==> config.mk <==
export PLATFORM = sky130hd
export DESIGN_NAME = uart_reply_arbiter
export DESIGN_NICKNAME = d
export VERILOG_FILES = /design/src/rtl/uart_reply_arbiter.sv
export SDC_FILE = /design/constraint.sdc
export NUM_CORES = 1
export LEC_CHECK = 0
export BUFFER_PORTS_ARGS = -buffer_cell sky130_fd_sc_hd__buf_2
export CAP_MARGIN = 25
export CORE_ASPECT_RATIO = 1.2
export CORE_MARGIN = 4
export CORE_UTILIZATION = 45
export DETAILED_ROUTE_END_ITERATION = 7
export REMOVE_ABC_BUFFERS = 1
export SLEW_MARGIN = 10
export SYNTH_ARGS = -nofsm -noshare
export SYNTH_HDL_FRONTEND = slang
export SYNTH_SLANG_ARGS = --single-unit
==> constraint.sdc <==
create_clock -name clk -period 8 [get_ports clk]
set_clock_uncertainty 0.2 [all_clocks]
set_input_delay 0.8 -clock clk [delete_from_list [all_inputs] [get_ports clk]]
set_output_delay 0.8 -clock clk [all_outputs]
set_load 0.1 [all_outputs]
==> src/rtl/uart_reply_arbiter.sv <==
// uart_reply_arbiter
//   Merges reply traffic from two slave-side UART receivers onto one host-side
//   UART transmitter. Each slave's bytes are buffered in a private FIFO and
//   sent as packets: header {src[1:0], len[5:0]} then len data bytes
//   (src 2'b00 = slave 1, 2'b01 = slave 2). Channels are served round-robin.
//
// Ports
//   clk, rst                 clock, asynchronous active-high reset
//   s1_rx_dv, s1_rx_byte     slave-1 byte strobe / data
//   s2_rx_dv, s2_rx_byte     slave-2 byte strobe / data
//   tx_busy                  host UART_TX is shifting a byte
//   tx_dv, tx_byte           one-cycle start strobe / byte to host UART_TX
//   grant                    01 = ch1 owns link, 10 = ch2 owns link, 00 = idle
//   s1_overflow, s2_overflow sticky: a byte was dropped on a full FIFO
module uart_reply_arbiter #(
    parameter int unsigned FIFO_DEPTH = 16,
    parameter int unsigned MAX_LEN    = 16,
    parameter int unsigned IDLE_CLKS  = 10410
) (
    input  logic       clk,
    input  logic       rst,
    input  logic       s1_rx_dv,
    input  logic [7:0] s1_rx_byte,
    input  logic       s2_rx_dv,
    input  logic [7:0] s2_rx_byte,
    input  logic       tx_busy,
    output logic       tx_dv,
    output logic [7:0] tx_byte,
    output logic [1:0] grant,
    output logic       s1_overflow,
    output logic       s2_overflow
);
    localparam int unsigned AW = $clog2(FIFO_DEPTH);
    localparam int unsigned CW = AW + 1;
    localparam int unsigned IW = $clog2(IDLE_CLKS + 1);

    typedef enum logic [1:0] {StIdle, StHdr, StGap, StData} state_e;

    logic [1:0]    rx_dv;
    logic [7:0]    rx_byte [2];
    logic [CW-1:0] count   [2];
    logic [7:0]    head    [2];
    logic [1:0]    ready;
    logic [1:0]    pop;
    logic [1:0]    overflow;

    assign rx_dv      = {s2_rx_dv, s1_rx_dv};
    assign rx_byte[0] = s1_rx_byte;
    assign rx_byte[1] = s2_rx_byte;

    // Per-channel FIFO, idle timer and ready detection
    for (genvar c = 0; c < 2; c++) begin : g_ch
        logic [7:0]    mem_q [FIFO_DEPTH];
        logic [AW-1:0] wr_ptr_q;
        logic [AW-1:0] rd_ptr_q;
        logic [CW-1:0] count_q;
        logic [IW-1:0] idle_q;
        logic          ovf_q;
        logic          push;

        // A full FIFO still accepts a byte when the head leaves in the same cycle
        assign push = rx_dv[c] && ((count_q != CW'(FIFO_DEPTH)) || pop[c]);

        always_ff @(posedge clk or posedge rst) begin
            if (rst) begin
                wr_ptr_q <= '0;
                rd_ptr_q <= '0;
                count_q  <= '0;
                idle_q   <= '0;
                ovf_q    <= 1'b0;
            end else begin
                if (push) wr_ptr_q <= wr_ptr_q + AW'(1);
                if (pop[c]) rd_ptr_q <= rd_ptr_q + AW'(1);
                if (push && !pop[c]) begin
                    count_q <= count_q + CW'(1);
                end else if (!push && pop[c]) begin
                    count_q <= count_q - CW'(1);
                end
                if (rx_dv[c] && !push) ovf_q <= 1'b1;
                if (rx_dv[c]) begin
                    idle_q <= '0;
                end else if (idle_q != IW'(IDLE_CLKS)) begin
                    idle_q <= idle_q + IW'(1);
                end
            end
        end

        // Storage needs no reset: pointers and count define what is valid
        always_ff @(posedge clk) begin
            if (push) mem_q[wr_ptr_q] <= rx_byte[c];
        end

        assign count[c]    = count_q;
        assign head[c]     = mem_q[rd_ptr_q];
        assign overflow[c] = ovf_q;
        assign ready[c]    = (count_q >= CW'(MAX_LEN)) ||
                             ((count_q != '0) && (idle_q == IW'(IDLE_CLKS)));
    end

    assign s1_overflow = overflow[0];
    assign s2_overflow = overflow[1];

    // Packet FSM. chan_q doubles as the round-robin pointer: it holds the last
    // granted channel, so resetting it to ch2 makes ch1 win the first tie.
    state_e     state_q, state_d;
    logic       chan_q, chan_d;
    logic [5:0] remain_q, remain_d;
    logic       tx_dv_d;
    logic [7:0] tx_byte_q, tx_byte_d;
    logic       sel;
    logic [5:0] sel_len;

    always_ff @(posedge clk or posedge rst) begin
        if (rst) begin
            state_q   <= StIdle;
            chan_q    <= 1'b1;
            remain_q  <= '0;
            tx_dv     <= 1'b0;
            tx_byte_q <= '0;
        end else begin
            state_q   <= state_d;
            chan_q    <= chan_d;
            remain_q  <= remain_d;
            tx_dv     <= tx_dv_d;
            tx_byte_q <= tx_byte_d;
        end
    end

    assign tx_byte = tx_byte_q;

    always_comb begin
        state_d  = state_q;
        chan_d   = chan_q;
        remain_d = remain_q;
        sel      = (ready == 2'b11) ? ~chan_q : ready[1];
        sel_len  = (count[sel] >= CW'(MAX_LEN)) ? 6'(MAX_LEN) : 6'(count[sel]);
        unique case (state_q)
            StIdle: begin
                if (ready != 2'b00) begin
                    state_d  = StHdr;
                    chan_d   = sel;
                    remain_d = sel_len;
                end
            end
            StHdr: begin
                if (!tx_busy) state_d = StGap;
            end
            // Covers the cycle before UART_TX reflects the new byte on tx_busy
            StGap: begin
                state_d = (remain_q != '0) ? StData : StIdle;
            end
            StData: begin
                if (!tx_busy) begin
                    state_d  = StGap;
                    remain_d = remain_q - 6'd1;
                end
            end
            default: state_d = StIdle;
        endcase
    end

    always_comb begin
        tx_dv_d   = 1'b0;
        tx_byte_d = tx_byte_q;
        pop       = 2'b00;
        grant     = (state_q == StIdle) ? 2'b00 : (chan_q ? 2'b10 : 2'b01);
        unique case (state_q)
            StHdr: begin
                if (!tx_busy) begin
                    tx_dv_d   = 1'b1;
                    tx_byte_d = {1'b0, chan_q, remain_q};
                end
            end
            StData: begin
                if (!tx_busy) begin
                    tx_dv_d     = 1'b1;
                    tx_byte_d   = head[chan_q];
                    pop[chan_q] = 1'b1;
                end
            end
            default: ;
        endcase
    end

endmodule

==> flow_summary.ini <==
[run_status]
status = complete, no violations

[logic_synthesis]
syn-instance-count = 805
seq_area_frac_synth = 0.685
ys.warnings.count = 0
syn_area_per_cell_um2 = 17.3
synth_edf_count = 256
synthArstFlopShare = 0.224
yosysUniqueCellTypes = 63
dominantRegCellSynth = edfxtp_1
ys_seq_elements = 330
synth_area_um2 = 13900

[global_routing]
grt_pass1_vias = 7509
grt_overflow = 0
grt_pass1_wl_mm = 44.0
grt_max_degree = 75
track_usage = 0.166
grt_antenna_before_repair = 0

[clock_network]
path_clk_slew_ns = 0.06
cts_root_buffer = clkbuf_16
cts_tree = done
insertion_delay_ns = 0.51
holdBufCountCts = 0
postCtsResizedCells = 0
cts_sinks = 330
htreeDepth = 2
clockBufferDepth = 3
cts_setup_buffers = 0
numCtsBuffers = 35

[drt]
antenna_left = 0
drt-met1-wl_mm = 12.1
wl_mm = 28.0
wire_per_inst_um = 21.9
highest_layer = met4
drt-vias-per-instance = 5.58
via_count = 7126
drtIter0Drc = 573
met2_length_mm = 14.2
wl_met3_mm = 1.21
drt_first_pass_iters = 5
drc = 0

[finish]
layout_commonest_cell = edfxtp_1
n_fill_cell = 2516
layout_common_cells = edfxtp_1 (256), nor2_1 (75), dfrtp_1 (71)
area_delta_synth_final_pct = 12.4
final_nets = 904
drive_above_1_share = 0.201
antenna_cells = 0

[die]
core.rowCount = 70
ios = 34
die-height_um = 201
dieArea_um2 = 33800
dieWidth_um = 169
core_um2 = 30500
start_util = 0.457

[placed_design]
dp_hpwl_mm = 18.6
numPortBuffers = 33
gp_congestion = 0.824
dp_slack_ns = 4.02

[setup_path]
arrival_ns = 3.83
critPathMaxFanout = 18
timing.critical_path.required_ns = 8.16
path_class = register to register
crit_path_start_kind = register
worst_setup_path_end_kind = register

[timing]
rsz0062_at_grt = false
tightestPinTransition_ns = 0.942
tns_ns = 0
min_period_ns = 3.67
fin_ws_ns = 4.33
slew_viol_final = 0
finalHoldWorstSlack_ns = 0.0777
max-slew-margin-rel = 0.370
finalHoldViolations = 0
fmax_mhz = 273
setup_viol = 0
min_period_over_period = 0.458

[power]
powerDensity_nw_per_um2 = 356
p_leak_nw = 5.56
ir_drop_mv = 0.311

[worst_hold_path]
hp-class = input pin to asynchronous set/reset pin

[flow_run]
max_cap_violations = 0
## through the flow
step,utilization,instance area (um2),power [mW],std cells
3_5_place_dp,0.475,14500,4.07,1209
2_1_floorplan,-,13700,3.55,771
6_report,0.513,15600,5.56,1278
5_1_grt,0.513,15600,5.84,1278
3_3_place_gp,0.475,14500,4.02,1209
4_1_cts,0.510,15600,5.60,1271
## where the power goes
group	internal (mW)	leakage (nW)	switching, mW
Sequential	2.10	3.24	0.226
Combinational	0.707	1.79	1.01
Clock	0.876	0.531	0.641
Total	3.69	5.56	1.88
## per-layer routing
layer / global-route usage / up-vias
li1: - / 3233
met1: 0.228 / 3709
met2: 0.278 / 144
met3: 0.0317 / 40
met4: 0.0394 / 0
met5: 0 / -
## path summary, 6_finish.rpt
check / cells after the start / slack, ns / end / from
setup / recovery: 12 / 4.33 / g_ch[1].count_q[4] / state_q[1]
hold / removal: 3 / 0.08 / g_ch[1].wr_ptr_q[0] / rst
setup reg to reg: 12 / 4.33 / g_ch[1].count_q[4] / state_q[1]
hold reg to reg: 1 / 0.30 / s1_overflow / s1_overflow
max in group asynchronous: 4 / 6.91 / chan_q / rst
min in group clk: 1 / 0.30 / s1_overflow / s1_overflow
## synthesized netlist by cell type (all sizes together) (8+ instances only)
| cell | instances | area share |
|---|---|---|
| clkbuf | 14 | 0.0038 |
| nand2 | 25 | 0.0073 |
| nand3 | 17 | 0.0061 |
| xor2 | 21 | 0.013 |
| xnor2 | 28 | 0.018 |
| o21ai | 15 | 0.0054 |
| inv | 27 | 0.0073 |
| a211oi | 9 | 0.0049 |
| nand4 | 9 | 0.0040 |
| edfxtp | 256 | 0.55 |
| mux4 | 74 | 0.13 |
| dfrtp | 73 | 0.13 |
| mux2i | 18 | 0.013 |
| and2 | 8 | 0.0036 |
| nor2 | 78 | 0.022 |
| nor3 | 9 | 0.0032 |
| ha | 24 | 0.022 |
| buf | 20 | 0.0092 |
| and3 | 10 | 0.0045 |
## kinds of logic (layout without fill, tap and decap cells)
logic type,Yosys count,after routing,synth area share
flops,330,330,0.685
compound gates,59,59,0.0313
mux,95,95,0.141
fa+ha+maj,26,26,0.0245
xor+xnor,49,49,0.0308
buf+inv,61,138,0.0202
simple gates,185,185,0.0672
## state kept, by name, summed over array words and instances, names as in the netlist
register       cells
g_ch.mem_q       256
g_ch.idle_q       28
g_ch.count_q      10
g_ch.rd_ptr_q      8
g_ch.wr_ptr_q      8
tx_byte            8
remain_q           6
state_q            2
chan_q             1
s1_overflow        1
s2_overflow        1
tx_dv              1
## layout make-up
| type | count | area (um2) | area share |
|---|---|---|---|
| Tap cell | 396 | 495 | 0.0317 |
| Sequential cell | 330 | 9540 | 0.610 |
| Timing Repair Buffer | 49 | 318 | 0.0203 |
| Clock inverter | 20 | 140 | 0.00896 |
| Clock buffer | 42 | 943 | 0.0603 |
| Inverter | 27 | 103 | 0.00656 |
| Multi-Input combinational cell | 414 | 4100 | 0.262 |
## critical path, cell delays in order, from the launching register on
cell and delay [ns]:
dfrtp_1 0.68, nand2_2 0.24, nor2_4 0.25, nand2_2 0.18
a31oi_2 0.50, ha_1 0.28, inv_1 0.10, fa_1 0.41
a21o_1 0.17, a21oi_1 0.16, xnor2_1 0.14, nor2_1 0.06
xor2_1 0.15
Power figures use the tool's default switching activity.
